[config.mk]
export PLATFORM = sky130hd
export DESIGN_NAME = mcs_io_initiator
export DESIGN_NICKNAME = d
export VERILOG_FILES = /design/src/rtl/io_bus_pkg.sv /design/src/rtl/mcs_io_initiator.sv
export SDC_FILE = /design/constraint.sdc
export NUM_CORES = 1
export LEC_CHECK = 0
export CORE_UTILIZATION = 30
export DETAILED_ROUTE_END_ITERATION = 6
export HOLD_SLACK_MARGIN = 0.03
export PLACE_DENSITY_LB_ADDON = 0.2
export SKIP_CTS_REPAIR_TIMING = 1
export SYNTH_ARGS = -nofsm -noshare
export SYNTH_HDL_FRONTEND = slang
export SYNTH_SLANG_ARGS = --single-unit
export TNS_END_PERCENT = 20
[constraint.sdc]
create_clock -name clk -period 1.7 [get_ports clk]
set_clock_uncertainty 0.05 [all_clocks]
set_input_delay 0.34 -clock clk [delete_from_list [all_inputs] [get_ports clk]]
set_output_delay 0.34 -clock clk [all_outputs]
set_load 0.01 [all_outputs]
[src/rtl/io_bus_pkg.sv]
`default_nettype none
// =============================================================================
// Module      : io_bus_pkg
// Description : Shared types and constants for the MCS IO-bus initiator.
// Revision    : 1.0 - initial release
// =============================================================================
package io_bus_pkg;

    typedef enum logic [1:0] {
        IDLE   = 2'd0,
        STROBE = 2'd1,
        WAIT   = 2'd2,
        RESP   = 2'd3
    } io_state_t;

    typedef struct packed {
        logic        wr;
        logic [31:0] addr;
        logic [3:0]  be;
        logic [31:0] wdata;
    } io_cmd_t;

    localparam logic [31:0] RDATA_ON_ERR = 32'h0;

endpackage
`default_nettype wire

[src/rtl/mcs_io_initiator.sv]
`default_nettype none
// =============================================================================
// Module      : mcs_io_initiator
// Description : Command/response master for the MicroBlaze MCS IO bus, one
//               outstanding transaction with a wait-state timeout.
// Revision    : 1.0 - initial release
// =============================================================================
module mcs_io_initiator
    import io_bus_pkg::*;
#(
    parameter int TIMEOUT_CYCLES = 255,
    parameter int TO_W           = 8
) (
    input  logic        clk,
    input  logic        reset_n,
    input  logic        cmd_valid,
    output logic        cmd_ready,
    input  logic        cmd_wr,
    input  logic [31:0] cmd_addr,
    input  logic [3:0]  cmd_be,
    input  logic [31:0] cmd_wdata,
    output logic        rsp_valid,
    input  logic        rsp_ready,
    output logic [31:0] rsp_rdata,
    output logic        rsp_err,
    output logic        io_addr_strobe,
    output logic        io_read_strobe,
    output logic        io_write_strobe,
    output logic [31:0] io_address,
    output logic [3:0]  io_byte_enable,
    output logic [31:0] io_write_data,
    input  logic [31:0] io_read_data,
    input  logic        io_ready,
    output logic        busy
);

    localparam logic [TO_W-1:0] c_to_last = TO_W'(TIMEOUT_CYCLES - 1);

    io_state_t       r_state;
    io_cmd_t         r_cmd;
    logic [TO_W-1:0] r_to_cnt;
    logic            r_cmd_ready;
    logic            r_addr_stb;
    logic            r_rd_stb;
    logic            r_wr_stb;
    logic            r_rsp_valid;
    logic            r_rsp_err;
    logic [31:0]     r_rsp_rdata;
    logic            r_busy;
    logic [31:0]     w_cap_rdata;

    // Writes never return bus data, so the capture path is gated by the latched direction.
    assign w_cap_rdata = r_cmd.wr ? 32'h0 : io_read_data;

    always_ff @(posedge clk) begin
        if (!reset_n) begin
            r_state     <= IDLE;
            r_cmd       <= '0;
            r_to_cnt    <= '0;
            r_cmd_ready <= 1'b1;
            r_addr_stb  <= 1'b0;
            r_rd_stb    <= 1'b0;
            r_wr_stb    <= 1'b0;
            r_rsp_valid <= 1'b0;
            r_rsp_err   <= 1'b0;
            r_rsp_rdata <= 32'h0;
            r_busy      <= 1'b0;
        end else begin
            r_addr_stb <= 1'b0;
            r_rd_stb   <= 1'b0;
            r_wr_stb   <= 1'b0;
            case (r_state)
                IDLE: begin
                    if (cmd_valid) begin
                        r_cmd.wr    <= cmd_wr;
                        r_cmd.addr  <= cmd_addr;
                        r_cmd.be    <= cmd_be;
                        r_cmd.wdata <= cmd_wdata;
                        r_state     <= STROBE;
                        r_cmd_ready <= 1'b0;
                        r_busy      <= 1'b1;
                        r_addr_stb  <= 1'b1;
                        r_rd_stb    <= ~cmd_wr;
                        r_wr_stb    <= cmd_wr;
                    end
                end
                STROBE: begin
                    if (io_ready) begin
                        r_rsp_rdata <= w_cap_rdata;
                        r_rsp_err   <= 1'b0;
                        r_rsp_valid <= 1'b1;
                        r_state     <= RESP;
                    end else begin
                        r_to_cnt <= '0;
                        r_state  <= WAIT;
                    end
                end
                WAIT: begin
                    // A ready arriving on the final count still completes normally.
                    if (io_ready) begin
                        r_rsp_rdata <= w_cap_rdata;
                        r_rsp_err   <= 1'b0;
                        r_rsp_valid <= 1'b1;
                        r_state     <= RESP;
                    end else if (r_to_cnt == c_to_last) begin
                        r_rsp_rdata <= RDATA_ON_ERR;
                        r_rsp_err   <= 1'b1;
                        r_rsp_valid <= 1'b1;
                        r_state     <= RESP;
                    end else begin
                        r_to_cnt <= r_to_cnt + 1'b1;
                    end
                end
                RESP: begin
                    if (rsp_ready) begin
                        r_rsp_valid <= 1'b0;
                        r_cmd_ready <= 1'b1;
                        r_busy      <= 1'b0;
                        r_state     <= IDLE;
                    end
                end
                default: r_state <= IDLE;
            endcase
        end
    end

    assign cmd_ready       = r_cmd_ready;
    assign rsp_valid       = r_rsp_valid;
    assign rsp_rdata       = r_rsp_rdata;
    assign rsp_err         = r_rsp_err;
    assign io_addr_strobe  = r_addr_stb;
    assign io_read_strobe  = r_rd_stb;
    assign io_write_strobe = r_wr_stb;
    assign io_address      = r_cmd.addr;
    assign io_byte_enable  = r_cmd.be;
    assign io_write_data   = r_cmd.wdata;
    assign busy            = r_busy;

endmodule
`default_nettype wire

==> qor.txt, run 1 <==
======================================================================================================
Final Cycle Share                                                                                99.9%
Initial Util                                                                                     30.8%
Number of I/O port buffers                                                                         212
Leakage power                                                                                  4.46 nW
Fraction of layout instances using a drive strength above 1                                      14.3%
Total power                                                                                    10.8 mW
Number of nets produced by synthesis                                                               580
Total iterations of the first detailed-routing run                                                   4
Vias per std cell                                                                                 4.76
Sequential cell area in the final layout                                                     2370 um^2
Detailed Route Iter0 Violations                                                                    127
Clock transition at the register clock pins on the worst setup and hold paths after CTS        0.05 ns
Synth cell types                                                                                    39
Combinational family with the most area after synthesis                                   compound AO/OA/AOI/OAI gates
Routed WL per cell                                                                             16.0 um
Post-synthesis compound-gate area fraction                                                       26.1%
Remaining global-route overflow                                                                      0
Kind of start point of the critical path                                                     flip-flop
Die Y                                                                                           127 um
Max VDD drop                                                                                0.000802 V
CTS buffer count                                                                                    17
Final HPWL DP                                                                                  8.87 mm
Setup TNS Final                                                                                   0 ns
Final Hold Fails                                                                                     0
Unrepaired setup endpoints after global routing                                                   true
Commonest non-fill, non-tap cell in the layout                                            clkdlybuf4s50_1
Netlist area before placement                                                                4690 um^2
Endpoint class of the critical path                                                          flip-flop
Proportion of register bits with asynchronous set or reset after synthesis                          0%
Post-Synth Adder-Cell Area                                                                       1.87%
Synth area leaders                                                                        dfxtp_1, a22o_1, buf_4
Number of enable-type register cells in the synthesized netlist                                      0
Standard cell core area                                                                     15200 um^2
DP Cell Count                                                                                      797
Largest net degree at the start of global routing                                                   39
Initial antenna violation count                                                                      0
Clock sink count                                                                                   118
Gate count of the mapped netlist                                                                   467
Maximum count of clock buffers along a single path                                                   2
CTS Root Buffer Type                                                                         clkbuf_16
Simple-Gate Fraction of Synth Area                                                               7.15%
Post-synth top flop                                                                            dfxtp_1
Power per standard cell area                                                              1390 nW/um^2
Clk Latency, worst-skew pair                                                                   0.40 ns
Overall die area                                                                            16100 um^2
Commonest cells after routing, fill and taps aside                                        clkdlybuf4s50_1, dfxtp_1, dlymetal6s2s_1
Crit path kind                                                                            flip-flop to flip-flop
Yosys warning total                                                                                  0
Crit path max fanout                                                                                 5
Synth Area per Inst                                                                          10.0 um^2
Fmax                                                                                           589 MHz
Hold WS                                                                                       0.418 ns
Largest area contributor in the netlist                                                        dfxtp_1
Final GP Congestion                                                                              0.767
Share of the synthesized area in the top cell type                                               50.4%
Horiz. Die Dim                                                                                  127 um
Sequential element share of the synthesized area                                                 50.4%
Area added between synthesis and finish                                                          66.7%
All-Layer GR Usage                                                                               15.9%
Number of non-filler instances in the completed layout                                             837
Flop and latch count out of synthesis                                                              118
Via total after detailed routing                                                                  3986
Clock tree from TritonCTS                                                                          yes
Final min period                                                                               1.70 ns
Max-slew headroom at the worst pin                                                               58.2%
Final setup vio count                                                                                0
Final Max Tran Viols                                                                                 0
Critical path arrival                                                                          1.98 ns
Worst min-delay path category                                                             flip-flop to flip-flop
Slew at the pin closest to its max-slew limit                                                 0.624 ns
Area used by multi-input combinational logic                                                 1750 um^2
Number of global-route vias before repair                                                         3957
ANT cells                                                                                            0
Run status                                                                                finished clean
Max cap viols                                                                                        0
Wirelength, routed                                                                             13.4 mm
Multiplexer area fraction after synthesis                                                       0.213%
Number of antenna-violating nets in the routed design                                                0
I/O pins                                                                                           213
CTS H-tree depth                                                                                     4
First-pass GRT wire length                                                                     19.9 mm
DR DRC count                                                                                         0
Data required time of the critical path                                                        1.98 ns
Total number of nets in the final design                                                           750
Filler instances                                                                                  1367
Synthesized-area fraction occupied by xor and xnor cells                                        0.187%
Std cell rows                                                                                       45
======================================================================================================
## synthesized netlist by cell type (all sizes together) (2+ instances only)
master and count:
ha 7, clkbuf 23, nand3b 2, nand3 4, a21boi 35, a21oi 9, dfxtp 118, nor2b 2
inv 5, and3 3, o31ai 2, a22o 68, nor2 5, buf 76, and2 2, nand4 2
a21o 2, o21ai 41, nand2 41, or3 4, nor3b 2
## final timing paths
check / start / end / slack [ns] / cells past startpoint
max: r_state[0] / r_to_cnt[3] / 0.001 / 8
min: rsp_rdata[23] / rsp_rdata[23] / 0.42 / 2
max reg2reg: r_state[0] / r_to_cnt[3] / 0.001 / 8
min reg2reg: rsp_rdata[23] / rsp_rdata[23] / 0.42 / 2
## through the flow
| stage | cell area, um^2 | util (%) | setup WS, ns |
|---|---|---|---|
| after floorplan | 4690 | - | 0.0203 |
| after CTS | 7350 | 48.4 | -0.0714 |
| final | 7820 | 51.4 | 0.00116 |
| after global placement | 6720 | 44.2 | -0.170 |
| after detailed placement | 6720 | 44.2 | -0.208 |
| after global routing | 7820 | 51.4 | -0.0789 |
## power breakdown
group          switching (mW)  leakage, nW  internal, mW
clock network            1.24        0.314          2.67
logic                    1.53         3.18          1.87
registers               0.253        0.967          3.27
total                    3.02         4.46          7.81
## flip-flops by register name, indices dropped and copies added, names as in the netlist
name             flops
r_cmd                1
rsp_valid            1
rsp_rdata           32
r_state              2
io_addr_strobe       1
rsp_err              1
io_write_data       32
io_address          32
busy                 1
io_write_strobe      1
io_read_strobe       1
r_to_cnt             8
io_byte_enable       4
cmd_ready            1
## final cells by class
cell class	count	area share, %
repair buffers	250	35.8
flip-flops and latches	118	30.3
multi-input cells	245	22.4
clock buffers	22	5.94
well taps	188	3.01
clock inverters	9	2.22
inverters	5	0.272
## cells by family after synthesis
kind of cell    Yosys count
flops                   118
xor+xnor                  1
compound gates          165
fa+ha+maj                 7
mux                       1
buf+inv                 104
simple gates             71
## per-layer routing
layer,part of all wire (%),wire length [um],global-route usage (%),vias to the layer above
met3,6.8,910,6.20,19
met4,1.8,244,7.00,0
met5,0,0,0,-
li1,-,-,-,1938
met1,42,5640,18.3,1889
met2,49,6610,26.3,140
## critical path: stages (launching register included)
cell	delay, ns
dfxtp_4	0.36
inv_4	0.04
ha_4	0.17
nand4_1	0.16
buf_4	0.14
o21ai_2	0.07
buf_6	0.14
or3_4	0.36
a21oi_2	0.14
No activity file was read; power rests on OpenSTA's default activity.
==> inputs of run 2 (changes only) <==
--- a/config.mk
+++ b/config.mk
@@ -5,6 +5,8 @@
 export SDC_FILE = /design/constraint.sdc
 export NUM_CORES = 1
 export LEC_CHECK = 0
+export ABC_AREA = 0
+export CORE_MARGIN = 2
 export CORE_UTILIZATION = 30
 export DETAILED_ROUTE_END_ITERATION = 6
 export HOLD_SLACK_MARGIN = 0.03
==> constraint.sdc (replaced) <==
create_clock -name clk -period 1.95 [get_ports clk]
set_clock_uncertainty 0.05 [all_clocks]
set_input_delay 0.39 -clock clk [delete_from_list [all_inputs] [get_ports clk]]
set_output_delay 0.39 -clock clk [all_outputs]
set_load 0.01 [all_outputs]
==> run 2 against run 1 <==
  * Power is 17% lower
  * Sequential power is 13% lower
  * Sequential share of layout area increased by 2.4 points
  * Hold slack improved by 0.0019 ns
  * Critical path type unchanged
  * Die area rose by 3.2%
  * Wire length fell by 7.4%
  * Global-route usage shrank 1.4 points
  * Non-clock buffer count is 24 lower
==> qor.txt, run 2 (synthesized netlist as in run 1, its figures left out) <==
======================================================================================================
Total power                                                                                    8.96 mW
DP Cell Count                                                                                      805
Maximum count of clock buffers along a single path                                                   2
Number of global-route vias before repair                                                         3822
Max-slew headroom at the worst pin                                                               77.6%
Detailed Route Iter0 Violations                                                                    170
Clock transition at the register clock pins on the worst setup and hold paths after CTS        0.05 ns
First-pass GRT wire length                                                                     18.9 mm
Endpoint class of the critical path                                                          flip-flop
Final Cycle Share                                                                                93.4%
Max cap viols                                                                                        0
Final setup vio count                                                                                0
Largest net degree at the start of global routing                                                   70
Area added between synthesis and finish                                                          54.2%
Commonest cells after routing, fill and taps aside                                        clkdlybuf4s50_1, dfxtp_1, a22o_1
Initial antenna violation count                                                                      0
Standard cell core area                                                                     15300 um^2
Power per standard cell area                                                              1240 nW/um^2
Fmax                                                                                           549 MHz
Cells on worst reg2reg path                                                                          6
Fraction of layout instances using a drive strength above 1                                      8.47%
Initial Util                                                                                     30.7%
Number of I/O port buffers                                                                         212
Setup TNS Final                                                                                   0 ns
Final Max Tran Viols                                                                                 0
Crit path kind                                                                            flip-flop to flip-flop
All-Layer GR Usage                                                                               14.6%
Max VDD drop                                                                                0.000688 V
Final GP Congestion                                                                              0.744
Via total after detailed routing                                                                  3870
Crit path max fanout                                                                                 7
Remaining global-route overflow                                                                      0
Final Util                                                                                       47.4%
CTS buffer count                                                                                    17
Die Y                                                                                           129 um
Clock tree from TritonCTS                                                                          yes
Final Hold Fails                                                                                     0
Final HPWL DP                                                                                  8.76 mm
CTS H-tree depth                                                                                     4
Data required time of the critical path                                                        2.19 ns
Critical path arrival                                                                          2.07 ns
Total iterations of the first detailed-routing run                                                   4
Std cell rows                                                                                       45
Number of non-filler instances in the completed layout                                             837
Overall die area                                                                            16600 um^2
Horiz. Die Dim                                                                                  129 um
Clk Latency, worst-skew pair                                                                   0.41 ns
Hold WS                                                                                       0.420 ns
DR DRC count                                                                                         0
Routed WL per cell                                                                             14.8 um
Run status                                                                                finished clean
Commonest non-fill, non-tap cell in the layout                                            clkdlybuf4s50_1
Slew at the pin closest to its max-slew limit                                                 0.333 ns
Clock sink count                                                                                   118
ANT cells                                                                                            0
Total number of nets in the final design                                                           726
I/O pins                                                                                           213
Leakage power                                                                                  2.69 nW
Kind of start point of the critical path                                                     flip-flop
Final min period                                                                               1.82 ns
Worst min-delay path category                                                             flip-flop to flip-flop
CTS Root Buffer Type                                                                         clkbuf_16
Instance count along the most critical hold path                                                     2
Wirelength, routed                                                                             12.4 mm
Vias per std cell                                                                                 4.62
Number of antenna-violating nets in the routed design                                                0
======================================================================================================
-- run 2: critical path, cell delays in order, from the launching register on --
cell and delay [ns]:
dfxtp_1 0.41, inv_1 0.11, ha_1 0.28, nand4b_1 0.19, o21ai_0 0.30, nand3b_1 0.12
a32o_1 0.26
-- run 2: path summary, 6_finish.rpt --
check | startpoint | to | slack [ns]
max | r_state[1] | rsp_valid | 0.13
min | rsp_err | rsp_err | 0.42
max reg2reg | r_state[1] | rsp_valid | 0.13
min reg2reg | rsp_err | rsp_err | 0.42
-- run 2: routing by layer --
| metal | routed length, um | track usage, % | part of all wire [%] | up-vias |
|---|---|---|---|---|
| met3 | 906 | 5.20 | 7.3 | 15 |
| li1 | - | - | - | 1886 |
| met4 | 208 | 6.01 | 1.7 | 0 |
| met2 | 6060 | 25.3 | 49 | 131 |
| met1 | 5230 | 16.3 | 42 | 1838 |
| met5 | 0 | 0 | 0 | - |
-- run 2: cell type report --
type                       count  area (um^2)
fill                        1411         8030
clock inverter                13          180
sequential                   118         2360
clock buffer                  19          443
timing repair buffer         226         2290
tap                          211          264
multi-input combinational    245         1670
inverter                       5         18.8
-- run 2: metrics by stage --
step                      area (um^2)  setup WS, ns
after floorplan                  4690         0.186
after global placement           6610        0.0581
after detailed placement         6610        0.0480
after CTS                        7230         0.123
after global routing             7230      -0.00354
final                            7230         0.128
-- run 2: power breakdown --
part	total, mW	leakage [nW]	internal, mW	switching, mW
Sequential	3.06	0.965	2.84	0.223
Clock	3.28	0.299	2.16	1.11
Combinational	2.62	1.43	1.41	1.21
Total	8.96	2.69	6.41	2.55
==> inputs of run 3 (changes only) <==
--- a/config.mk
+++ b/config.mk
@@ -8,6 +8,7 @@
 export ABC_AREA = 0
 export CORE_MARGIN = 2
 export CORE_UTILIZATION = 30
+export CTS_BUF_LIST = sky130_fd_sc_hd__clkbuf_4
 export DETAILED_ROUTE_END_ITERATION = 6
 export HOLD_SLACK_MARGIN = 0.03
 export PLACE_DENSITY_LB_ADDON = 0.2
==> run 3 against run 2 <==
  * Wire length up 0.15%
  * Fmax down 1.9%
  * Global-route usage down 0.15 points
  * Clock-buffer cell count down 1
  * First-iteration DRC count down 13%
  * Flip-flop and latch count unchanged
  * Cell count unchanged
  * Non-clock buffer count unchanged
  * Hold slack worse by 0.064 ns
  * Cell area down 2.3%
  * Combinational power down 2%
  * Critical endpoint is now rsp_rdata[9]
==> qor.txt, run 3 (synthesized netlist as in run 1, its figures left out) <==
======================================================================================================
First-pass GRT wire length                                                                     18.7 mm
Critical path arrival                                                                          1.42 ns
Run status                                                                                finished clean
Largest net degree at the start of global routing                                                   70
Clock tree from TritonCTS                                                                          yes
Slew at the pin closest to its max-slew limit                                                 0.362 ns
Area used by multi-input combinational logic                                                 1680 um^2
Clk Latency, worst-skew pair                                                                   0.52 ns
Routed WL per cell                                                                             14.8 um
Worst path slowest cell                                                                   clkdlybuf4s50_1
Total iterations of the first detailed-routing run                                                   6
Sequential cell area in the final layout                                                     2360 um^2
Number of non-filler instances in the completed layout                                             837
Overall die area                                                                            16600 um^2
Final HPWL DP                                                                                  8.76 mm
Commonest cells after routing, fill and taps aside                                        clkdlybuf4s50_1, dfxtp_1, a22o_1
Kind of cell adding the most delay to the critical path                                   buffers and inverters
Data required time of the critical path                                                        1.51 ns
Number of I/O port buffers                                                                         212
Peak per-stage delay on the critical path                                                      0.56 ns
Placed cell area                                                                             6610 um^2
Filler instances                                                                                  1436
Worst min-delay path category                                                             primary input to flip-flop
Via total after detailed routing                                                                  3868
Total number of nets in the final design                                                           726
Commonest non-fill, non-tap cell in the layout                                            clkdlybuf4s50_1
Remaining global-route overflow                                                                      0
Standard cell core area                                                                     15300 um^2
Met1 Wirelength                                                                                5.13 mm
Crit path max fanout                                                                                 2
Clock sink count                                                                                   118
CP Buf/Inv Count                                                                                     1
Maximum count of clock buffers along a single path                                                   2
CTS buffer count                                                                                    17
CTS Root Buffer Type                                                                          clkbuf_4
Wirelength, routed                                                                             12.4 mm
DP Cell Count                                                                                      805
Crit path kind                                                                            flip-flop to output port
Number of antenna-violating nets in the routed design                                                0
Horiz. Die Dim                                                                                  129 um
Die Y                                                                                           129 um
DR DRC count                                                                                         0
Leakage power                                                                                  3.45 nW
Ordered list of cells on the worst path                                                   clkdlybuf4s50_1
Total met3 wirelength after detailed routing                                                   1.01 mm
Area added between synthesis and finish                                                          50.7%
Max-slew headroom at the worst pin                                                               75.6%
Top layer in use                                                                                  met4
Number of global-route vias before repair                                                         3793
Vias per std cell                                                                                 4.62
Initial antenna violation count                                                                      0
Final Max Tran Viols                                                                                 0
Final Cycle Share                                                                                95.2%
CTS H-tree depth                                                                                     4
Initial Util                                                                                     30.7%
Fmax                                                                                           539 MHz
Met2 layer wire length in the routed design                                                    6.06 mm
Max VDD drop                                                                                0.000585 V
Final GP Congestion                                                                              0.744
Endpoint class of the critical path                                                        output port
Std cell rows                                                                                       45
All-Layer GR Usage                                                                               14.4%
Final Util                                                                                       46.3%
I/O pins                                                                                           213
Final min period                                                                               1.86 ns
Kind of start point of the critical path                                                     flip-flop
Final setup vio count                                                                                0
Max cap viols                                                                                        0
Fraction of layout instances using a drive strength above 1                                      8.79%
ANT cells                                                                                            0
Final Hold Fails                                                                                     0
Power per standard cell area                                                              1070 nW/um^2
Post-route cell area                                                                         7070 um^2
Clock transition at the register clock pins on the worst setup and hold paths after CTS        0.11 ns
Detailed Route Iter0 Violations                                                                    148
======================================================================================================
run 3: layer usage:
layer  track usage, %  vias to the layer above
li1                 -                     1889
met1             16.0                     1827
met2             25.0                      136
met3             5.95                       16
met4             5.05                        0
met5                0                        -
run 3: stage by stage:
stage | hold slack, ns | power, mW | TNS, ns | worst slack, ns
2_1_floorplan | 0.377 | 4.64 | 0 | 0.186
3_3_place_gp | 0.408 | 5.69 | 0 | 0.0581
3_5_place_dp | 0.412 | 5.75 | 0 | 0.0480
4_1_cts | 0.290 | 7.75 | -0.0818 | -0.0466
5_1_grt | 0.304 | 8.06 | -0.00336 | -0.00336
6_report | 0.355 | 7.59 | 0 | 0.0934
run 3: path summary, 6_finish.rpt:
kind	start	cells after the start	endpoint	slack, ns
worst min register to register	rsp_err	2	rsp_err	0.43
worst min-delay path	io_read_data[15]	3	rsp_rdata[15]	0.36
worst max register to register	r_state[0]	6	r_state[0]	0.16
worst max-delay path	rsp_rdata[9]	1	rsp_rdata[9]	0.09
run 3: power by group:
group          internal [mW]  total, mW  leakage, nW  switching (mW)
Clock                   1.02       1.96        0.165           0.938
Sequential              2.83       3.05        0.965           0.213
Combinational           1.36       2.58         2.32            1.22
Total                   5.22       7.59         3.45            2.37
run 3: tightest hold or removal path: stages:
cell             delay, ns
clkdlybuf4s50_1       0.40
nand2_1               0.06
a21boi_1              0.05
run 3: area by class of cell:
cell class	instances	area share, %
clock buffers	18	1.91
clock inverters	14	2.60
inverters	5	0.266
multi-input cells	245	23.7
flip-flops and latches	118	33.5
well taps	211	3.74
repair buffers	226	34.3
